### config.mk
export PLATFORM = sky130hd
export DESIGN_NAME = decoded_micro_op_picker
export DESIGN_NICKNAME = d
export VERILOG_FILES = /design/src/rtl/decoded_micro_op_picker_pkg.sv /design/src/rtl/decoded_micro_op_picker_micro_op_pick_encoder.sv /design/src/rtl/decoded_micro_op_picker.sv
export SDC_FILE = /design/constraint.sdc
export NUM_CORES = 1
export LEC_CHECK = 0
export CORE_UTILIZATION = 50
export CTS_CLUSTER_DIAMETER = 30
export DETAILED_ROUTE_END_ITERATION = 6
export PLACE_DENSITY = 0.83
export SLEW_MARGIN = 5
export SYNTH_ARGS = -nofsm -noshare
export SYNTH_HDL_FRONTEND = slang
export SYNTH_SLANG_ARGS = --single-unit
### constraint.sdc
create_clock -name clk -period 19.8 [get_ports clk]
set_input_delay 3.96 -clock clk [delete_from_list [all_inputs] [get_ports clk]]
set_output_delay 3.96 -clock clk [all_outputs]
set_load 0.05 [all_outputs]
### src/rtl/decoded_micro_op_picker_pkg.sv
// rtl/decoded_micro_op_picker_pkg.sv - micro-op types and group sizing for the decoded micro-op picker
package decoded_micro_op_picker_pkg;

   localparam int DECODE_WIDTH = 2;
   localparam int MICRO_OP_MAX_NUM = 3;
   localparam int ALL_DECODED_MICRO_OP_WIDTH = MICRO_OP_MAX_NUM * DECODE_WIDTH;
   // Top bit index of a count that can reach ALL_DECODED_MICRO_OP_WIDTH inclusive.
   localparam int ALL_DECODED_MICRO_OP_WIDTH_BIT_SIZE = $clog2(ALL_DECODED_MICRO_OP_WIDTH + 1) - 1;
   localparam int PICK_INDEX_WIDTH = $clog2(ALL_DECODED_MICRO_OP_WIDTH);

   typedef struct packed {
      logic        valid;
      logic [1:0]  mid;
      logic        split;
      logic        last;
      logic [7:0]  opcode;
      logic [15:0] pc;
   } OpInfo;

   typedef OpInfo [ALL_DECODED_MICRO_OP_WIDTH-1:0] AllDecodedMicroOpPath;
   typedef OpInfo [DECODE_WIDTH-1:0] DecodedMicroOpPath;
   typedef logic [ALL_DECODED_MICRO_OP_WIDTH_BIT_SIZE:0] AllDecodedMicroOpCount;
   typedef logic [PICK_INDEX_WIDTH-1:0] PickIndex;

endpackage

### src/rtl/decoded_micro_op_picker_micro_op_pick_encoder.sv
// rtl/decoded_micro_op_picker_micro_op_pick_encoder.sv - selects the lowest DECODE_WIDTH set bits of a mask
module micro_op_pick_encoder
   import decoded_micro_op_picker_pkg::*;
(
   input  logic [ALL_DECODED_MICRO_OP_WIDTH-1:0]        mask,
   output logic [DECODE_WIDTH-1:0][PICK_INDEX_WIDTH-1:0] lane_idx,
   output logic [DECODE_WIDTH-1:0]                      lane_valid,
   output logic [ALL_DECODED_MICRO_OP_WIDTH-1:0]        cleared_mask
);

   logic [ALL_DECODED_MICRO_OP_WIDTH-1:0] rest;

   // Each lane takes the lowest bit still set, then removes it for the next lane.
   always_comb begin
      rest = mask;
      lane_idx = '0;
      lane_valid = '0;
      for (int j = 0; j < DECODE_WIDTH; j++) begin
         for (int k = ALL_DECODED_MICRO_OP_WIDTH - 1; k >= 0; k--) begin
            if (rest[k]) begin
               lane_valid[j] = 1'b1;
               lane_idx[j] = PICK_INDEX_WIDTH'(k);
            end
         end
         if (lane_valid[j]) begin
            rest[lane_idx[j]] = 1'b0;
         end
      end
      cleared_mask = rest;
   end

endmodule

### src/rtl/decoded_micro_op_picker.sv
// rtl/decoded_micro_op_picker.sv - buffers one decoded group and issues it DECODE_WIDTH micro-ops per cycle
module decoded_micro_op_picker
   import decoded_micro_op_picker_pkg::*;
(
   input  logic                  clk,
   input  logic                  rst,
   input  logic                  flush,
   input  logic                  inValid,
   output logic                  inReady,
   input  AllDecodedMicroOpPath  inOps,
   output logic [DECODE_WIDTH-1:0] outValid,
   output DecodedMicroOpPath     outOps,
   input  logic                  outReady,
   output AllDecodedMicroOpCount remaining
);

   logic [ALL_DECODED_MICRO_OP_WIDTH-1:0]        live;
   logic [ALL_DECODED_MICRO_OP_WIDTH-1:0]        cleared;
   logic [ALL_DECODED_MICRO_OP_WIDTH-1:0]        in_live;
   logic [DECODE_WIDTH-1:0][PICK_INDEX_WIDTH-1:0] lane_idx;
   logic [DECODE_WIDTH-1:0]                      lane_valid;
   AllDecodedMicroOpPath                         op_buf;
   logic                                         load;
   logic                                         consume;

   micro_op_pick_encoder u_pick (
      .mask         (live),
      .lane_idx     (lane_idx),
      .lane_valid   (lane_valid),
      .cleared_mask (cleared)
   );

   always_comb begin
      in_live = '0;
      for (int k = 0; k < ALL_DECODED_MICRO_OP_WIDTH; k++) begin
         in_live[k] = inOps[k].valid;
      end
   end

   assign remaining = AllDecodedMicroOpCount'($countones(live));
   // A new group may be taken while the current one finishes on the same edge.
   assign inReady = (live == '0) ||
                    (outReady && (remaining <= AllDecodedMicroOpCount'(DECODE_WIDTH)));
   assign load = inValid && inReady && !flush && !rst;
   assign consume = outReady && lane_valid[0];

   always_ff @(posedge clk) begin
      if (rst || flush) begin
         live <= '0;
      end else if (load) begin
         live <= in_live;
      end else if (consume) begin
         live <= cleared;
      end
   end

   always_ff @(posedge clk) begin
      if (load) begin
         op_buf <= inOps;
      end
   end

   always_comb begin
      outValid = lane_valid;
      outOps = '0;
      for (int j = 0; j < DECODE_WIDTH; j++) begin
         if (lane_valid[j]) begin
            outOps[j] = op_buf[lane_idx[j]];
         end
      end
   end

endmodule

==> impl_metrics.json, run 1 <==
{
  "status": "finished, final reports clean",
  "cellPowerDensity_nw_per_um2": 82.5,
  "synth_edf_count": 174,
  "routed_wl_um": 26400,
  "switching_share": 0.260,
  "r2r_slack_ns": 15.41,
  "drive_gt1_frac": 0.0752,
  "end_kind": "primary output",
  "regArea_um2": 5350,
  "grt_max_degree": 94,
  "cts-root-buf": "clkbuf_16",
  "antenna_found_initial": 1,
  "p_leak_nw": 3.72,
  "timing_hold_violations_final": 0,
  "synth_flop_cell": "edfxtp_1",
  "min_from": "live[2]$_SDFFE_PP0P_",
  "grt_setup_unrepaired": "no",
  "utilization": 0.709,
  "die_area_um2": 17600,
  "cap_violations": 0,
  "synth_area_um2": 8520,
  "cp.required_ns": 15.84,
  "boundaryPins": 243,
  "cp_data_arrival_time_ns": 5.78,
  "drt_iter0_markers": 932,
  "worstReg2RegEnd": "op_buf[133]$_DFFE_PP_",
  "vdd_drop_max_v": 0.0000600,
  "fin_crit_ns": 9.74,
  "core_um2": 16600,
  "drt-pass1-iter-count": 6,
  "grt.total_usage": 0.301,
  "cp_top_family": "buffers and inverters",
  "ys_seq_area_frac": 0.627,
  "clockPowerShare": 0.381,
  "crit_path_max_fanout": 8,
  "clock_sinks": 180,
  "ctsResizeCount": 0,
  "rows": 47,
  "final-setup-viol-count": 0,
  "nets": 1076,
  "r2r-start": "live[4]$_SDFFE_PP0P_",
  "fin_setup_tns_ns": 0,
  "slew_viol_final": 0,
  "ctsHoldBuffers": 0,
  "clk_latency_ns": 0.43,
  "cts_setup_buffers": 0,
  "hold_path_class": "reg2reg",
  "slew-limit-headroom": 0.204,
  "place_congestion": 0.885,
  "grt_pass1_wl_um": 39700,
  "critPathMaxStageDelay_ns": 0.79,
  "clk_path_buf_depth": 2,
  "critPathLaunchType": "primary input",
  "yosysWarnings": 0,
  "synth_seq_cells": 180,
  "die_w_um": 133,
  "p_sw_mw": 0.252,
  "cts_tree": "built",
  "p_int_mw": 0.719,
  "async_flop_share": 0,
  "synth_area_per_cell_um2": 12.7,
  "cts_htree_levels": 4,
  "timing.hold.ws_ns": 0.833,
  "place.port_buffers": 242,
  "nFillCells": 1123,
  "numCtsBuffers": 17,
  "seqPwrFrac": 0.458,
  "drc_errors": 0,
  "setup_ws_ns": 10.06,
  "vias_per_cell": 6.46,
  "post-dp-hpwl_um": 16900,
  "syn_nets": 858,
  "whs_path_depth": 2,
  "gr-total-overflow": 0,
  "comb_power_share": 0.161,
  "die_h_um": 133,
  "fin_skew_ns": 0.0100,
  "r2r_cells": 10,
  "vias": 7272,
  "final_antenna_net_count": 0,
  "netlist_instances": 673,
  "pre_cts_ws_ns": 10.08,
  "cp_common_cell": "clkdlybuf4s50_1",
  "fmax_mhz": 103,
  "cpMaxStageDelayCell": "clkdlybuf4s50_1",
  "clk_pin_slew_ns": 0.07,
  "grt_pass1_vias": 7167,
  "start_util": 0.514,
  "fin_crit_sh": 0.492,
  "syn2layout_area_growth_pct": 38.1,
  "multi_input_area_um2": 2890,
  "crit_chain": "clkdlybuf4s50_1, nor2b_1, a22o_1, clkdlybuf4s50_1",
  "tightest_slew_ns": 1.19,
  "min_to": "live[2]$_SDFFE_PP0P_",
  "synthDistinctLibCells": 52,
  "wire_per_inst_um": 23.4,
  "crit_type": "in2out",
  "cp_num_buf_inv": 2
}
## kinds of logic (layout without fill, tap and decap cells)
group | count (synthesis) | in the layout | share of synthesized area
simple gates | 94 | 94 | 0.0539
fa+ha+maj | 6 | 6 | 0.0115
other cells | 0 | 1 | 0
mux | 57 | 57 | 0.0670
buf+inv | 72 | 303 | 0.0404
flops | 180 | 180 | 0.627
xor+xnor | 1 | 1 | 0.00103
compound gates | 263 | 263 | 0.199
## routing by layer
| layer | share of wire | global-route usage |
|---|---|---|
| met5 | 0 | 0 |
| met4 | 0.030 | 0.124 |
| met3 | 0.10 | 0.0682 |
| met2 | 0.49 | 0.487 |
| met1 | 0.38 | 0.393 |
## area by class of cell
| type | instances | share of cell area |
|---|---|---|
| diodes | 1 | 0.000213 |
| clock buffers | 18 | 0.0365 |
| clock inverters | 14 | 0.0181 |
| inverters | 10 | 0.00319 |
| multi-input cells | 421 | 0.246 |
| flip-flops and latches | 180 | 0.455 |
| well taps | 220 | 0.0234 |
| repair buffers | 261 | 0.218 |
## synthesized netlist by cell type, types with 2 or more instances
library cell,number,area [um^2]
edfxtp_1,174,5230
a21oi_1,93,465
mux2i_1,57,571
nor2_1,37,139
nand3_1,31,155
o22ai_1,30,188
a31oi_1,29,181
o221ai_1,29,254
a221oi_1,28,245
clkbuf_1,24,90.1
o21ai_0,22,110
buf_2,20,100
o21ai_1,12,60.1
inv_1,9,33.8
buf_1,8,30.0
buf_4,7,52.6
dfxtp_1,6,120
nand2_1,5,18.8
buf_6,3,33.8
fa_1,3,60.1
ha_1,3,37.5
nor3_1,3,15.0
nor4_1,3,18.8
o21a_1,3,22.5
a211oi_1,2,15.0
a21boi_1,2,15.0
a21o_1,2,15.0
a221o_1,2,20.0
and3_1,2,12.5
nor2b_1,2,12.5
## placed cells by master (no fill, tap or decap), types with 9 or more instances in the layout
cell,netlist,layout
a221oi_1,28,28
inv_1,9,9
nand3_1,31,31
a21oi_1,93,93
buf_4,7,19
edfxtp_1,174,174
mux2i_1,57,57
a31oi_1,29,29
o21ai_0,22,22
clkdlybuf4s50_1,0,242
nor2_1,37,36
clkbuf_16,0,17
o21ai_1,12,10
o22ai_1,30,30
o221ai_1,29,29
## sequential cells by signal, indices dropped and copies added (netlist names)
name	flops
op_buf	174
live	6
## stage by stage
step,instances,area (um^2),total power [mW]
floorplan,673,8520,0.537
global placement,1092,11100,0.605
detailed placement,1092,11100,0.608
CTS,1124,11800,0.972
global route,1125,11800,0.997
finish,1125,11800,0.971
## power by group through the flow
stage	Clock, mW	Combinational [mW]	Sequential, mW
after floorplan	0	0.0832	0.453
after global placement	0	0.153	0.452
after detailed placement	0	0.155	0.453
after CTS	0.372	0.156	0.445
after global routing	0.388	0.163	0.446
final	0.370	0.156	0.445
## worst min-delay path, delay by kind of cell (launching register included)
family | cells | cell delay [ns]
flops | 1 | 0.52
compound gates | 2 | 0.26
## how the worst max path moves through the flow
| stage | from | cells past startpoint | to |
|---|---|---|---|
| after floorplan | flush | 4 | live[4]$_SDFFE_PP0P_ |
| after global placement | outReady | 4 | inReady |
| after detailed placement | outReady | 4 | inReady |
| after CTS | outReady | 4 | inReady |
| after global routing | outReady | 4 | inReady |
| final | outReady | 4 | inReady |
(Power assumes the default switching activity.)
==> inputs of run 2 (changes only) <==
CORE_UTILIZATION = 48   (was 50)
PLACE_DENSITY = 0.8   (was 0.83)
clock period = 9.05 ns   (was 19.8 ns; I/O delays follow)
==> run 2 against run 1 <==
Against the previous run:
- utilization shrank 3.3 points
- sequential share of layout area increased by 0.27 points
- register-to-register slack lost 11 ns
- count of clock-buffer cells in the layout decreased by 1
- via count down 0.98%
- power rose by 110%
- hold slack got worse by 0.021 ns
- setup slack lost 7.0 ns
- sequential power grew 120%
- die area is 4.1% higher
- critical path type is now reg2out
- highest routed layer unchanged
==> impl_metrics.json, run 2 (synthesis results as in run 1) <==
{
  "clock_sinks": 180,
  "min_to": "live[2]$_SDFFE_PP0P_",
  "final-setup-viol-count": 0,
  "r2r_cells": 11,
  "fin_crit_ns": 5.95,
  "status": "finished, final reports clean",
  "dpl_cell_area_um2": 11100,
  "die_w_um": 135,
  "post-dp-hpwl_um": 17200,
  "start_util": 0.493,
  "p_sw_mw": 0.562,
  "antennaDiodeCount": 0,
  "min_from": "live[2]$_SDFFE_PP0P_",
  "ctsResizeCount": 0,
  "ctsHoldBuffers": 0,
  "fin_setup_tns_ns": 0,
  "cts-root-buf": "clkbuf_16",
  "die_area_um2": 18300,
  "fin_area_um2": 11700,
  "fin_crit_sh": 0.658,
  "r2r-start": "live[3]$_SDFFE_PP0P_",
  "syn2layout_area_growth_pct": 37.3,
  "r2r_slack_ns": 3.97,
  "p_int_mw": 1.46,
  "nFillCells": 1267,
  "cts_setup_buffers": 0,
  "switching_share": 0.277,
  "place_congestion": 0.859,
  "largest_register": "op_buf",
  "fin_skew_ns": 0.0153,
  "rows": 48,
  "cts_htree_levels": 4,
  "numCtsBuffers": 17,
  "clk_path_buf_depth": 2,
  "vdd_drop_max_v": 0.000129,
  "grt_pass1_wl_um": 39800,
  "boundaryPins": 243,
  "gr-total-overflow": 0,
  "final_cell_mix": "clkdlybuf4s50_1, edfxtp_1, a21oi_1",
  "crit_type": "reg2out",
  "wire_per_inst_um": 23.8,
  "clk_latency_ns": 0.43,
  "cp_data_arrival_time_ns": 4.14,
  "largest_register_ffs": 174,
  "timing_hold_violations_final": 0,
  "p_leak_nw": 3.69,
  "seqPwrFrac": 0.481,
  "comb_power_share": 0.168,
  "cap_violations": 0,
  "grt_pass1_vias": 7308,
  "grt_max_degree": 87,
  "clockPowerShare": 0.350,
  "grt.total_usage": 0.296,
  "place.port_buffers": 242,
  "end_kind": "primary output",
  "antenna_found_initial": 0,
  "drive_gt1_frac": 0.0733,
  "grt_setup_unrepaired": "no",
  "whs_path_depth": 2,
  "largestRegisters": "op_buf x174, live x6",
  "hold_path_class": "reg2reg",
  "cts_tree": "built",
  "drt_iter0_markers": 901,
  "drt-pass1-iter-count": 5,
  "vias_per_cell": 6.40,
  "fmax_mhz": 168,
  "crit_path_max_fanout": 36,
  "worstReg2RegEnd": "op_buf[120]$_DFFE_PP_",
  "nets": 1073,
  "core_um2": 17300,
  "drc_errors": 0,
  "cellPowerDensity_nw_per_um2": 173,
  "slew_viol_final": 0,
  "clk_pin_slew_ns": 0.07,
  "die_h_um": 135,
  "tightest_slew_ns": 1.22,
  "critPathLaunchType": "register",
  "cp.required_ns": 7.24,
  "vias": 7201,
  "routed_wl_um": 26700,
  "slew-limit-headroom": 0.187,
  "final_antenna_net_count": 0,
  "mostFrequentLayoutCell": "clkdlybuf4s50_1"
}
-- run 2: routing by layer --
metal  global-route usage  up-vias  wire length, um
met1                0.375     3427            10000
met4                0.139        0              813
met2                0.485      556            13100
li1                     -     3151                -
met5                    0        -                0
met3               0.0606       67             2810
-- run 2: worst max-delay path, cell delays in order, from the launching register on --
cell	delay [ns]
dfxtp_2	0.87
nand2b_1	0.19
a311oi_4	0.68
buf_4	0.56
mux2i_1	0.17
a221oi_1	0.34
clkdlybuf4s50_1	0.88
-- run 2: final cells by class --
type / count / area [um^2] / share of cell area
clock inverters: 14 / 144 / 0.0123
inverters: 10 / 37.5 / 0.00321
flip-flops and latches: 180 / 5350 / 0.457
clock buffers: 17 / 425 / 0.0364
repair buffers: 258 / 2540 / 0.217
well taps: 225 / 282 / 0.0241
multi-input cells: 421 / 2920 / 0.249
-- run 2: worst max-delay path by stage --
| stage | startpoint | to | cells after the start |
|---|---|---|---|
| detailed placement | outReady | inReady | 4 |
| global placement | outReady | inReady | 4 |
| CTS | live[5]$_SDFFE_PP0P_ | outOps[14] | 6 |
| floorplan | live[0]$_SDFFE_PP0P_ | live[4]$_SDFFE_PP0P_ | 10 |
| finish | live[5]$_SDFFE_PP0P_ | outOps[14] | 6 |
| global route | live[5]$_SDFFE_PP0P_ | outOps[14] | 6 |
-- run 2: stage by stage --
stage                      util  worst slack (ns)  power [mW]  instances  hold WS (ns)
after floorplan               -              1.19        1.17        673         0.690
after detailed placement  0.643              3.59        1.33       1094         0.790
after global routing      0.676              2.92        2.08       1125         0.863
final                     0.676              3.10        2.03       1125         0.812
after global placement    0.643              3.59        1.32       1094         0.786
after CTS                 0.676              3.11        2.03       1125         0.803
-- run 2: power groups by stage --
| stage | sequential [mW] | clock, mW | combinational (mW) |
|---|---|---|---|
| 2_1_floorplan | 0.988 | 0 | 0.182 |
| 3_3_place_gp | 0.991 | 0 | 0.333 |
| 3_5_place_dp | 0.992 | 0 | 0.338 |
| 4_1_cts | 0.974 | 0.716 | 0.340 |
| 5_1_grt | 0.977 | 0.748 | 0.356 |
| 6_report | 0.975 | 0.710 | 0.341 |
